**config.mk**
```make
export PLATFORM = sky130hd
export DESIGN_NAME = line_option_scheduler
export DESIGN_NICKNAME = d
export VERILOG_FILES = /design/src/rtl/nonogram_pkg.sv /design/src/rtl/line_id_queue.sv /design/src/rtl/line_option_scheduler.sv
export SDC_FILE = /design/constraint.sdc
export NUM_CORES = 1
export LEC_CHECK = 0
export BUFFER_PORTS_ARGS = -buffer_cell sky130_fd_sc_hd__buf_2
export CORE_MARGIN = 2
export CORE_UTILIZATION = 60
export DETAILED_ROUTE_END_ITERATION = 8
export PLACE_DENSITY_LB_ADDON = 0.25
export RECOVER_POWER = 100
export SYNTH_ARGS = -nofsm -noshare
export SYNTH_HDL_FRONTEND = slang
export SYNTH_SLANG_ARGS = --single-unit
export TNS_END_PERCENT = 20
```
**constraint.sdc**
```tcl
create_clock -name clk -period 9.55 [get_ports clk]
set_input_delay 0.955 -clock clk [delete_from_list [all_inputs] [get_ports clk]]
set_output_delay 0.955 -clock clk [all_outputs]
set_load 0.02 [all_outputs]
```
**src/rtl/nonogram_pkg.sv**
```systemverilog
// Shared types and helpers for the nonogram line-option scheduler.
package nonogram_pkg;

    localparam int SIZE      = 3;
    localparam int NUM_LINES = 2 * SIZE;

    typedef logic [$clog2(NUM_LINES)-1:0] line_id_t;

    typedef enum logic [2:0] {
        ST_LOAD,
        ST_INIT,
        ST_DISPATCH,
        ST_WAIT,
        ST_ADVANCE,
        ST_DONE,
        ST_STUCK
    } sched_state_t;

    // Line ids 0..size-1 are rows, size..2*size-1 are columns.
    function automatic bit line_is_row(int id, int size);
        return id < size;
    endfunction

    function automatic int line_index(int id, int size);
        return (id < size) ? id : id - size;
    endfunction

endpackage

```
**src/rtl/line_id_queue.sv**
```systemverilog
// Circular FIFO of line ids; push and pop may happen in the same cycle.
module line_id_queue #(
    parameter int DEPTH = 6,
    parameter int W     = 3,
    localparam int PW    = (DEPTH > 1) ? $clog2(DEPTH) : 1,
    localparam int OCC_W = $clog2(DEPTH + 1)
) (
    input  logic             clk,
    input  logic             rst,
    input  logic             push,
    input  logic [W-1:0]     push_id,
    input  logic             pop,
    output logic [W-1:0]     head,
    output logic [OCC_W-1:0] occupancy
);

    logic [W-1:0]  mem [DEPTH];
    logic [PW-1:0] rd_ptr;
    logic [PW-1:0] wr_ptr;

    function automatic logic [PW-1:0] next_ptr(input logic [PW-1:0] p);
        return (p == PW'(DEPTH - 1)) ? '0 : p + 1'b1;
    endfunction

    assign head = mem[rd_ptr];

    // Pointer and occupancy bookkeeping; a push+pop pair leaves occupancy alone.
    always_ff @(posedge clk) begin
        if (rst) begin
            rd_ptr    <= '0;
            wr_ptr    <= '0;
            occupancy <= '0;
        end else begin
            if (push) wr_ptr <= next_ptr(wr_ptr);
            if (pop)  rd_ptr <= next_ptr(rd_ptr);
            case ({push, pop})
                2'b10:   occupancy <= occupancy + 1'b1;
                2'b01:   occupancy <= occupancy - 1'b1;
                default: occupancy <= occupancy;
            endcase
        end
    end

    // Storage write; contents need no reset since pointers define validity.
    always_ff @(posedge clk) begin
        if (push) mem[wr_ptr] <= push_id;
    end

endmodule

```
**src/rtl/line_option_scheduler.sv**
```systemverilog
// Holds per-line option lists, cycles unresolved lines through a work queue,
// and hands one (line, option) pair at a time to the line solver.
module line_option_scheduler #(
    parameter int SIZE     = nonogram_pkg::SIZE,
    parameter int MAX_OPTS = 8
) (
    input  logic            clk,
    input  logic            rst,
    input  logic            load_valid,
    output logic            load_ready,
    input  logic            load_row,
    input  logic [SIZE-1:0] load_line,
    input  logic [SIZE-1:0] load_option,
    input  logic            load_done,
    output logic [SIZE-1:0] option,
    output logic [SIZE-1:0] line_ind,
    output logic            row,
    output logic [SIZE:0]   option_num,
    output logic            valid_op,
    input  logic            res_valid,
    input  logic            res_put_back,
    output logic            done,
    output logic            stuck,
    output logic            error
);
    import nonogram_pkg::*;

    localparam int NUM_LINES = 2 * SIZE;
    localparam int LW        = $clog2(NUM_LINES);
    localparam int CNT_W     = SIZE + 1;
    localparam int CUR_W     = $clog2(MAX_OPTS + 1);
    localparam int OW        = (MAX_OPTS > 1) ? $clog2(MAX_OPTS) : 1;
    localparam int OCC_W     = $clog2(NUM_LINES + 1);

    sched_state_t      state;
    logic [SIZE-1:0]   opts   [NUM_LINES][MAX_OPTS];
    logic [CNT_W-1:0]  count  [NUM_LINES];
    logic [CUR_W-1:0]  cursor [NUM_LINES];
    logic [LW-1:0]     init_id;
    logic [OCC_W-1:0]  since_change;

    logic              q_push, q_pop;
    logic [LW-1:0]     q_push_id, head;
    logic [OCC_W-1:0]  occ;

    logic [LW-1:0]     load_id;
    logic [CNT_W-1:0]  cur_h, cnt_h;
    logic [OW-1:0]     cur_idx, last_idx, load_slot;
    logic              need_requeue;

    assign load_ready   = (state == ST_LOAD) && !rst;
    assign load_id      = load_row ? LW'(load_line) : LW'(int'(load_line) + SIZE);
    assign load_slot    = OW'(count[load_id]);
    assign cur_h        = CNT_W'(cursor[head]);
    assign cnt_h        = count[head];
    assign cur_idx      = OW'(cursor[head]);
    assign last_idx     = OW'(cnt_h - 1'b1);
    assign need_requeue = cur_h >= cnt_h;

    line_id_queue #(.DEPTH(NUM_LINES), .W(LW)) u_queue (
        .clk       (clk),
        .rst       (rst),
        .push      (q_push),
        .push_id   (q_push_id),
        .pop       (q_pop),
        .head      (head),
        .occupancy (occ)
    );

    // Queue controls: seed during INIT, drop solved lines, rotate exhausted lines.
    always_comb begin
        q_push    = 1'b0;
        q_pop     = 1'b0;
        q_push_id = head;
        case (state)
            ST_INIT: begin
                q_push    = (count[init_id] != '0);
                q_push_id = init_id;
            end
            ST_WAIT:    q_pop = res_valid && !res_put_back && (cnt_h == CNT_W'(1));
            ST_ADVANCE: begin
                q_pop  = need_requeue;
                q_push = need_requeue;
            end
            default: ;
        endcase
    end

    // Scheduler FSM with registered solver-facing outputs.
    always_ff @(posedge clk) begin
        if (rst) begin
            state        <= ST_LOAD;
            valid_op     <= 1'b0;
            done         <= 1'b0;
            stuck        <= 1'b0;
            error        <= 1'b0;
            option       <= '0;
            line_ind     <= '0;
            row          <= 1'b0;
            option_num   <= '0;
            init_id      <= '0;
            since_change <= '0;
            for (int i = 0; i < NUM_LINES; i++) begin
                count[i]  <= '0;
                cursor[i] <= '0;
            end
        end else begin
            case (state)
                ST_LOAD: begin
                    if (load_valid) begin
                        if (count[load_id] == CNT_W'(MAX_OPTS)) begin
                            error <= 1'b1;
                        end else begin
                            opts[load_id][load_slot] <= load_option;
                            count[load_id]           <= count[load_id] + 1'b1;
                        end
                    end
                    if (load_done) state <= ST_INIT;
                end
                ST_INIT: begin
                    if (count[init_id] == '0) error <= 1'b1;
                    if (init_id == LW'(NUM_LINES - 1)) state <= ST_DISPATCH;
                    else                                init_id <= init_id + 1'b1;
                end
                ST_DISPATCH: begin
                    if (occ == '0) begin
                        done  <= 1'b1;
                        state <= ST_DONE;
                    end else if (since_change == occ) begin
                        stuck <= 1'b1;
                        state <= ST_STUCK;
                    end else begin
                        option     <= opts[head][cur_idx];
                        line_ind   <= SIZE'(line_index(int'(head), SIZE));
                        row        <= line_is_row(int'(head), SIZE);
                        option_num <= cnt_h;
                        valid_op   <= 1'b1;
                        state      <= ST_WAIT;
                    end
                end
                ST_WAIT: begin
                    valid_op <= 1'b0;
                    if (res_valid) begin
                        if (res_put_back) begin
                            cursor[head] <= cursor[head] + 1'b1;
                            state        <= ST_ADVANCE;
                        end else if (cnt_h > CNT_W'(1)) begin
                            // Delete by moving the last option into the rejected slot.
                            opts[head][cur_idx] <= opts[head][last_idx];
                            count[head]         <= cnt_h - 1'b1;
                            since_change        <= '0;
                            state               <= ST_ADVANCE;
                        end else begin
                            since_change <= '0;
                            state        <= ST_DISPATCH;
                        end
                    end
                end
                ST_ADVANCE: begin
                    if (need_requeue) begin
                        cursor[head] <= '0;
                        since_change <= since_change + 1'b1;
                    end
                    state <= ST_DISPATCH;
                end
                ST_DONE, ST_STUCK: ;
                default: state <= ST_LOAD;
            endcase
        end
    end

endmodule

```
==> impl_metrics.tcl, run 1 <==
set metrics [dict create \
    antenna_found_initial 0 \
    synth_flop_cell "edfxtp_1" \
    dr.pass1.iters 5 \
    ant_nets 0 \
    synth_area_mm2 0.0128 \
    max_slew_margin_pct -56.5 \
    cp_max_fo 54 \
    grt_max_degree 83 \
    cts_sinks 265 \
    worst_slack_ps 1960 \
    hold_path_class "flop to flop" \
    wl_um 31300 \
    leakage_nw 4.87 \
    hold_buffers 0 \
    syn2layout_area_growth_pct 8.03 \
    routed_via_density 6.34 \
    finalNetCount 1183 \
    syn_avg_cell_area_um2 11.1 \
    critPathCaptureType "flop" \
    dp_cells 1401 \
    post_cts_buffers 0 \
    cts_tree "yes" \
    r2r_slack_ps 1960 \
    grt_pass1_vias 8752 \
    dp.final_hpwl_um 21000 \
    maxCapViolCount 3 \
    core-area_mm2 0.0210 \
    port_buffers 28 \
    netlist_instances 1153 \
    status "finished with violations" \
    fin_cells 1450 \
    ctsResizeCount 0 \
    synth_seq_cells 265 \
    yosysUniqueCellTypes 74 \
    synth_edf_count 226 \
    clk_pin_slew_ps 60 \
    setup_viol 0 \
    drt_iter0_drc 1029 \
    path_cells "mux2i_1 > mux4_2 > clkinvlp_2 > nor2_2 > a32oi_1 > nand3_4 > inv_1 > ha_1 > a21oi_1 > o21ai_2 > mux2i_1 > nor2_1" \
    gp_congestion 0.952 \
    min_period_over_period_pct 79.5 \
    cts_made_buffers 27 \
    grt_setup_unrepaired "false" \
    cp.arrival_ps 7810 \
    power.total_mw 3.17 \
    tightest_slew_ps 2330 \
    htree_num_levels 1 \
    route.vias.total 9197 \
    min_period_ps 7590 \
    route.detailed.drc 0 \
    wl_per_cell_um 21.6 \
    io-pin-count 29 \
    ys_warn_count 0 \
    crit_required_ps 9770 \
    grt_overflow_total 0 \
    r2r_end "opts[2][20]$_DFFE_PP_" \
    cts_buffer_depth 3 \
    syn_nets 1181 \
    critPathCapture "opts[2][20]$_DFFE_PP_" \
    grt_pass1_wl_um 48600 \
    critPathLaunchType "flop" \
    grtUsageTotal_pct 28.3 \
    fin_skew_ps 14.2 \
    worst-r2r-cell-count 12 \
    max_stage_delay_ps 1840 \
    slowest_stage "clkinvlp_2" \
    drv_slew 133 \
    max_freq_mhz 132 \
    fp.dieArea_mm2 0.0225 \
    dieWidth_um 150 \
    rows 53 \
    drive_gt1_share_pct 9.53 \
    clock_latency_ps 540 \
    crit_type "flop to flop" \
    async_reset_ff_share_pct 0 \
    root_buffer "clkbuf_16" \
    chipHeight_um 150 \
    hold_viol 0 \
    peakVddDrop_mv 0.160 \
    violations "max-capacitance violations, max-slew violations" \
    tns_ps 0 \
    yosysSeqAreaShare_pct 59.1 \
    crit_top_cell "mux2i_1" \
    start_util_pct 60.9 \
    pre_cts_ws_ps 3570 \
    cellPowerDensity_mw_per_mm2 229 \
    antenna_cells 0 \
]
==> registers in the layout, summed over array words and instances (netlist names), 3 cells and up, named ones only <==
name	flops
line_ind	3
u_queue.mem	18
since_change	3
cursor	32
count	32
state	3
option_num	4
init_id	3
u_queue.occupancy	3
opts	144
option	3
u_queue.wr_ptr	3
u_queue.rd_ptr	3
==> how the worst min path moves through the flow <==
stage	startpoint	to	slack (ps)	depth (start not counted)
5_1_grt	row$_SDFFE_PP0P_	row$_SDFFE_PP0P_	500	2
3_3_place_gp	line_ind[1]$_SDFFE_PP0P_	line_ind[1]$_SDFFE_PP0P_	440	2
4_1_cts	row$_SDFFE_PP0P_	row$_SDFFE_PP0P_	460	2
3_5_place_dp	row$_SDFFE_PP0P_	row$_SDFFE_PP0P_	450	2
2_1_floorplan	u_queue.rd_ptr[2]$_SDFFE_PP0N_	flop	450	2
6_report	row$_SDFFE_PP0P_	row$_SDFFE_PP0P_	450	2
==> placed cells by master, fill, tap and decap left out, types with 5 or more instances in the layout <==
master and n:
o21ai_0 68, clkbuf_16 27, a32oi_1 8, nor3_1 21, clkbuf_1 22, nor4_1 11, and3_1 6, inv_1 29
mux4_2 16, nand2b_1 5, nor2b_1 8, a21oi_1 24, dfxtp_1 39, nand2_1 194, xor2_1 7, a211oi_1 6
mux2_2 13, edfxtp_1 226, a31oi_1 56, buf_2 12, mux2i_1 40, o21a_1 5, clkinv_2 7, clkinv_1 5
nand3b_1 5, or3_1 5, and2_0 9, nor2_1 163, xnor2_1 7, buf_4 9, nor3b_1 5, ha_1 14
nand3_1 24
==> layout make-up <==
cell class	count	area, um2
tap	275	344
sequential	265	7570
clock buffer	31	691
timing repair buffer	39	195
clock inverter	18	169
multi-input combinational	790	4750
inverter	32	121
fill	1588	7180
==> cells in the mapped netlist, types with 5 or more instances <==
cell type,instances,share of area [%]
buf_2,22,0.86
nor3b_1,5,0.29
a32oi_1,7,0.48
xor2_1,7,0.48
mux2_2,14,1.2
mux2i_1,36,2.8
mux4_2,17,3.0
a21oi_1,23,0.90
and3_1,6,0.29
nor4_1,12,0.59
o21ai_0,68,2.7
a211oi_1,6,0.35
mux2i_2,5,0.54
xnor2_1,7,0.48
nor2_1,163,4.8
ha_1,14,1.4
nor3_1,21,0.82
inv_1,28,0.82
clkbuf_1,34,1.0
a31oi_1,56,2.7
o21a_1,5,0.29
nand3_1,22,0.86
or3_1,5,0.24
dfxtp_1,39,6.1
nand2_1,194,5.7
edfxtp_1,226,53
and2_1,11,0.54
buf_6,6,0.53
nand2b_1,5,0.24
nor2b_1,8,0.39
nand3b_1,5,0.29
==> stage by stage <==
| stage | hold WS [ps] | utilization [%] | instance area, um2 |
|---|---|---|---|
| floorplan | 454 | - | 12800 |
| global placement | 442 | 62.2 | 13100 |
| detailed placement | 449 | 62.2 | 13100 |
| CTS | 457 | 66.3 | 13900 |
| global route | 497 | 65.8 | 13800 |
| finish | 454 | 65.8 | 13800 |
==> worst max-delay path: cells and delay by family, from the launching register on <==
kind,cells,cell delay (ps)
buf+inv,2,1960
fa+ha+maj,1,230
simple gates,3,1520
mux,3,1930
compound gates,3,990
flops,1,590
==> where the power goes <==
part / leakage [nW] / switching, mW / internal [mW]
clock: 0.424 / 0.434 / 0.599
combinational: 2.01 / 0.521 / 0.282
sequential: 2.43 / 0.0337 / 1.30
total: 4.87 / 0.988 / 2.18
==> kinds of logic (layout without fill, tap and decap cells) <==
family          after synthesis  in the layout  synth area share, %
compound gates              209            209                 10.4
xor+xnor                     15             15                 1.17
fa+ha+maj                    15             15                 1.52
buf+inv                      98            120                 3.54
flops                       265            265                 59.1
mux                          72             72                 7.57
simple gates                479            479                 16.8
==> layer usage <==
layer | vias up | routed length (um) | track usage [%]
li1 | 4203 | - | -
met1 | 4425 | 12900 | 40.6
met2 | 476 | 14000 | 42.2
met3 | 93 | 2980 | 5.67
met4 | 0 | 1340 | 12.5
met5 | - | 0 | 0
No activity file was read; power rests on OpenSTA's default activity.
==> inputs of run 2 (changes only) <==
==> constraint.sdc (replaced) <==
create_clock -name clk -period 7.8 [get_ports clk]
set_input_delay 0.78 -clock clk [delete_from_list [all_inputs] [get_ports clk]]
set_output_delay 0.78 -clock clk [all_outputs]
set_load 0.02 [all_outputs]
==> impl_metrics.tcl, run 2 (synthesis results as in run 1) <==
set metrics [dict create \
    status "finished with violations" \
    violations "max-capacitance violations, max-slew violations" \
    dr.pass1.iters 5 \
    syn2layout_area_growth_pct 8.50 \
    antenna_cells 0 \
    min_from "row$_SDFFE_PP0P_" \
    dp.final_hpwl_um 20300 \
    htree_num_levels 1 \
    tightest_slew_ps 1770 \
    cts_made_buffers 27 \
    grt_setup_unrepaired "false" \
    crit_required_ps 8240 \
    fin_skew_ps 24.8 \
    grt_overflow_total 0 \
    port_buffers 28 \
    antenna_found_initial 0 \
    max_stage_delay_ps 1100 \
    chipHeight_um 150 \
    route.detailed.drc 0 \
    start_util_pct 60.9 \
    cts_buffer_depth 3 \
    slowest_stage "inv_1" \
    path_cells "mux2i_1 > mux4_2 > inv_1 > nor2_1 > a32oi_1 > nand3_2 > ha_1 > nand2b_1 > a21o_1 > a21o_1 > a21o_1 > nand3_1 > nand2_1 > inv_1 > ha_1 > inv_1 > fa_1 > xor2_1 > or3_1 > a21oi_1" \
    critPathLaunchType "flop" \
    cp_max_fo 40 \
    top_regs "opts x144, count x32, cursor x32" \
    drive_gt1_share_pct 9.61 \
    rows 53 \
    peakVddDrop_mv 0.303 \
    largest_reg_flops 144 \
    io-pin-count 29 \
    leakage_nw 4.90 \
    min_period_over_period_pct 84.8 \
    power.total_mw 3.93 \
    regMostFlops "opts" \
    finalNetCount 1183 \
    wl_per_cell_um 21.1 \
    root_buffer "clkbuf_16" \
    maxCapViolCount 1 \
    max_slew_margin_pct -18.2 \
    ctsResizeCount 0 \
    hold_path_class "flop to flop" \
    route.vias.total 9152 \
    clk_pin_slew_ps 60 \
    grtUsageTotal_pct 27.4 \
    hold_viol 0 \
    drv_slew 38 \
    clock_latency_ps 550 \
    routed_via_density 6.31 \
    tns_ps 0 \
    grt_max_degree 74 \
    crit_type "flop to flop" \
    cellPowerDensity_mw_per_mm2 283 \
    ant_nets 0 \
    cp.arrival_ps 7060 \
    drt_iter0_drc 1062 \
    wl_um 30700 \
    hold_buffers 0 \
    post_cts_buffers 0 \
    fp.dieArea_mm2 0.0225 \
    core-area_mm2 0.0210 \
    gp_congestion 0.912 \
    min_period_ps 6620 \
    cts_tree "yes" \
    final_cell_mix "226 x edfxtp_1, 194 x nand2_1, 164 x nor2_1" \
    setup_viol 0 \
    critPathCaptureType "flop" \
    dieWidth_um 150 \
    cts_sinks 265 \
    grt_pass1_wl_um 47500 \
    layout_commonest_cell "edfxtp_1" \
    grt_pass1_vias 8586 \
    max_freq_mhz 151 \
]
==> run 2: changes by cell type in the layout (fill, tap and decap cells not counted), sizes merged <==
cell	previous run	this run
clkbuf	49	45
bufinv	3	5
clkinv	12	14
buf	21	22
clkinvlp	2	3
inv	33	32
==> run 2: path summary, 6_finish.rpt <==
| path | end | slack [ps] | depth (start not counted) |
|---|---|---|---|
| hold reg to reg | row$_SDFFE_PP0P_ | 450 | 2 |
| setup reg to reg | u_queue.occupancy[2]$_SDFFE_PP0P_ | 1180 | 20 |
| hold / removal | row$_SDFFE_PP0P_ | 450 | 2 |
| setup / recovery | u_queue.occupancy[2]$_SDFFE_PP0P_ | 1180 | 20 |
==> run 2: metal layers <==
metal | global-route usage, % | wire length, um | share of wire, %
met5 | 0 | 0 | 0
met4 | 7.97 | 789 | 2.6
met1 | 39.9 | 13200 | 43
met3 | 4.00 | 2560 | 8.4
met2 | 43.5 | 14100 | 46
==> run 2: power breakdown <==
part / internal [mW] / leakage [nW] / switching, mW
registers: 1.59 / 2.43 / 0.0383
clock network: 0.797 / 0.444 / 0.535
logic: 0.337 / 2.02 / 0.639
==> run 2: layout make-up <==
class | instances | area, um2
clock buffers | 28 | 679
clock inverters | 22 | 241
fillers | 1574 | 7120
inverters | 32 | 121
multi-input cells | 790 | 4750
flip-flops and latches | 265 | 7570
well taps | 275 | 344
repair buffers | 39 | 199
==> run 2: through the flow <==
step / worst slack (ps) / cells / instance area, um2 / util (%) / hold WS, ps
global placement: 1940 / 1401 / 13100 / 62.2 / 442
detailed placement: 1760 / 1401 / 13100 / 62.2 / 444
finish: 1180 / 1451 / 13900 / 66.1 / 454
global route: 779 / 1451 / 13900 / 66.1 / 490
CTS: 1740 / 1451 / 14000 / 66.5 / 453
floorplan: 3160 / 1153 / 12800 / - / 454
==> run 2: worst max-delay path: cells and delay by family (launching register included) <==
kind / cells / cell delay, ps
XOR/XNOR: 1 / 160
AO/OA/AOI/OAI: 5 / 990
buffers and inverters: 3 / 1280
AND/OR/NAND/NOR: 6 / 1490
adder cells (fa/ha/maj): 3 / 980
multiplexers: 2 / 990
flip-flops: 1 / 590
==> inputs of run 3 (changes only) <==
--- a/config.mk
+++ b/config.mk
@@ -7,7 +7,7 @@
 export LEC_CHECK = 0
 export BUFFER_PORTS_ARGS = -buffer_cell sky130_fd_sc_hd__buf_2
 export CORE_MARGIN = 2
-export CORE_UTILIZATION = 60
+export CORE_UTILIZATION = 57
 export DETAILED_ROUTE_END_ITERATION = 8
 export PLACE_DENSITY_LB_ADDON = 0.25
 export RECOVER_POWER = 100
==> constraint.sdc (replaced) <==
create_clock -name clk -period 5.99 [get_ports clk]
set_input_delay 0.599 -clock clk [delete_from_list [all_inputs] [get_ports clk]]
set_output_delay 0.599 -clock clk [all_outputs]
set_load 0.02 [all_outputs]
==> impl_metrics.tcl, run 3 (synthesis results as in run 1) <==
set metrics [dict create \
    dr.pass1.iters 6 \
    grt_pass1_wl_um 48900 \
    routed_via_density 6.21 \
    cp_max_fo 73 \
    intPower_mw 3.42 \
    combPwrFrac_pct 25.4 \
    grtUsageMet2_pct 40.9 \
    chipHeight_um 154 \
    drt_iter0_drc 961 \
    antenna_cells 0 \
    max_freq_mhz 184 \
    holdPathStages 2 \
    start_util_pct 58.3 \
    hold_end "state[1]$_SDFFE_PP0P_" \
    leakage_nw 4.87 \
    slowest_stage "buf_4" \
    drive_gt1_share_pct 9.92 \
    grt-busiest-layer "met2" \
    grtUsageTotal_pct 26.5 \
    r2r_end "u_queue.occupancy[2]$_SDFFE_PP0P_" \
    grt_max_degree 74 \
    drv_slew 0 \
    hold_viol 0 \
    cts_buffer_depth 3 \
    worst-r2r-cell-count 20 \
    crit_required_ps 6460 \
    io-pin-count 29 \
    use_met1_pct 38.9 \
    ctsResizeCount 0 \
    use_met3_pct 4.99 \
    crit_family "simple AND/OR/NAND/NOR gates" \
    antenna_found_initial 0 \
    p_sw_share_pct 31.4 \
    fin_skew_ps 11.8 \
    p_sw_mw 1.56 \
    grt_setup_unrepaired "false" \
    top_regs "opts x144, count x32, cursor x32" \
    max_slew_margin_pct 23.5 \
    regMostFlops "opts" \
    final_cell_mix "226 x edfxtp_1, 194 x nand2_1, 163 x nor2_1" \
    wl_per_cell_um 21.3 \
    grt_pass1_vias 8463 \
    min_from "res_valid" \
    fp.dieArea_mm2 0.0237 \
    cellPowerDensity_mw_per_mm2 360 \
    p_clk_share_pct 32.1 \
    crit_type "flop to flop" \
    tns_ps 0 \
    rows 54 \
    power.total_mw 4.99 \
    hold_buffers 0 \
    pwr-share-seq_pct 42.5 \
    clock_latency_ps 540 \
    cp.arrival_ps 5900 \
    dp.final_hpwl_um 20900 \
    critPathLaunchType "flop" \
    clk_pin_slew_ps 70 \
    critPathCaptureType "flop" \
    layout_commonest_cell "edfxtp_1" \
    root_buffer "clkbuf_16" \
    htree_num_levels 1 \
    syn2layout_area_growth_pct 8.11 \
    min_period_ps 5440 \
    path_cells "mux2i_1 > mux4_2 > buf_4 > nand2_1 > a32oi_1 > nand3_2 > ha_1 > nand2b_1 > a21o_1 > a21o_1 > a21o_1 > nand3_1 > nand2_1 > inv_1 > ha_1 > inv_1 > fa_1 > xor2_1 > or3_1 > a21oi_1" \
    route.detailed.drc 0 \
    min_period_over_period_pct 90.8 \
    status "completed" \
    cts_made_buffers 27 \
    gp_congestion 0.941 \
    crit_top_cell "a21o_1" \
    finalNetCount 1188 \
    cts_tree "yes" \
    route.vias.total 9057 \
    maxCapViolCount 0 \
    path_buf_inv 3 \
    wl_um 31100 \
    tightest_slew_ps 1140 \
    peakVddDrop_mv 0.330 \
    dieWidth_um 154 \
    final_core_util_pct 63.1 \
    r2r_slack_ps 550 \
    hold_path_class "input port to flop" \
    grt_overflow_total 0 \
    ant_nets 0 \
    core-area_mm2 0.0220 \
    port_buffers 28 \
    largest_reg_flops 144 \
    post_cts_buffers 0 \
    max_stage_delay_ps 650 \
    setup_viol 0 \
    cts_sinks 265 \
]
-- run 3: changes by cell type in the layout (fill, tap and decap cells not counted), sizes merged --
cell / before / now
clkbuf: 45 / 49
bufinv: 5 / 2
buf: 22 / 24
clkinvlp: 3 / 1
clkinv: 14 / 15
inv: 32 / 33
-- run 3: metal layers --
layer	routed length [um]	up-vias
met5	0	-
met4	785	0
met3	2970	68
met2	14300	424
met1	13000	4359
li1	-	4206
-- run 3: power by group through the flow --
stage | clock network (mW) | logic (mW) | registers (mW)
after floorplan | 0 | 0.978 | 2.14
after global placement | 0 | 1.24 | 2.16
after detailed placement | 0 | 1.26 | 2.16
after CTS | 1.61 | 1.27 | 2.12
after global routing | 1.69 | 1.38 | 2.13
final | 1.60 | 1.27 | 2.12
-- run 3: worst max-delay path by stage --
stage / start / endpoint / slack, ps / cells past startpoint
floorplan: flop / opts[0][0]$_DFFE_PP_ / 1350 / 14
global placement: flop / u_queue.occupancy[2]$_SDFFE_PP0P_ / 810 / 20
detailed placement: flop / u_queue.occupancy[2]$_SDFFE_PP0P_ / 610 / 20
CTS: flop / u_queue.occupancy[2]$_SDFFE_PP0P_ / 580 / 20
global route: flop / opts[0][22]$_DFFE_PP_ / 130 / 13
finish: flop / u_queue.occupancy[2]$_SDFFE_PP0P_ / 550 / 20
-- run 3: layout make-up --
cell class | count | area (um2)
Fill cell | 1730 | 8110
Sequential cell | 265 | 7570
Multi-Input combinational cell | 790 | 4750
Clock buffer | 29 | 683
Tap cell | 280 | 350
Timing Repair Buffer | 44 | 231
Clock inverter | 19 | 148
Inverter | 32 | 121
-- run 3: stage by stage --
step / hold slack (ps) / instances / worst slack (ps) / cell area, um2
after floorplan: 454 / 1153 / 1350 / 12800
after global placement: 441 / 1411 / 814 / 13100
after detailed placement: 450 / 1411 / 608 / 13100
after CTS: 320 / 1459 / 585 / 13900
after global routing: 336 / 1459 / 129 / 13900
final: 335 / 1459 / 553 / 13900
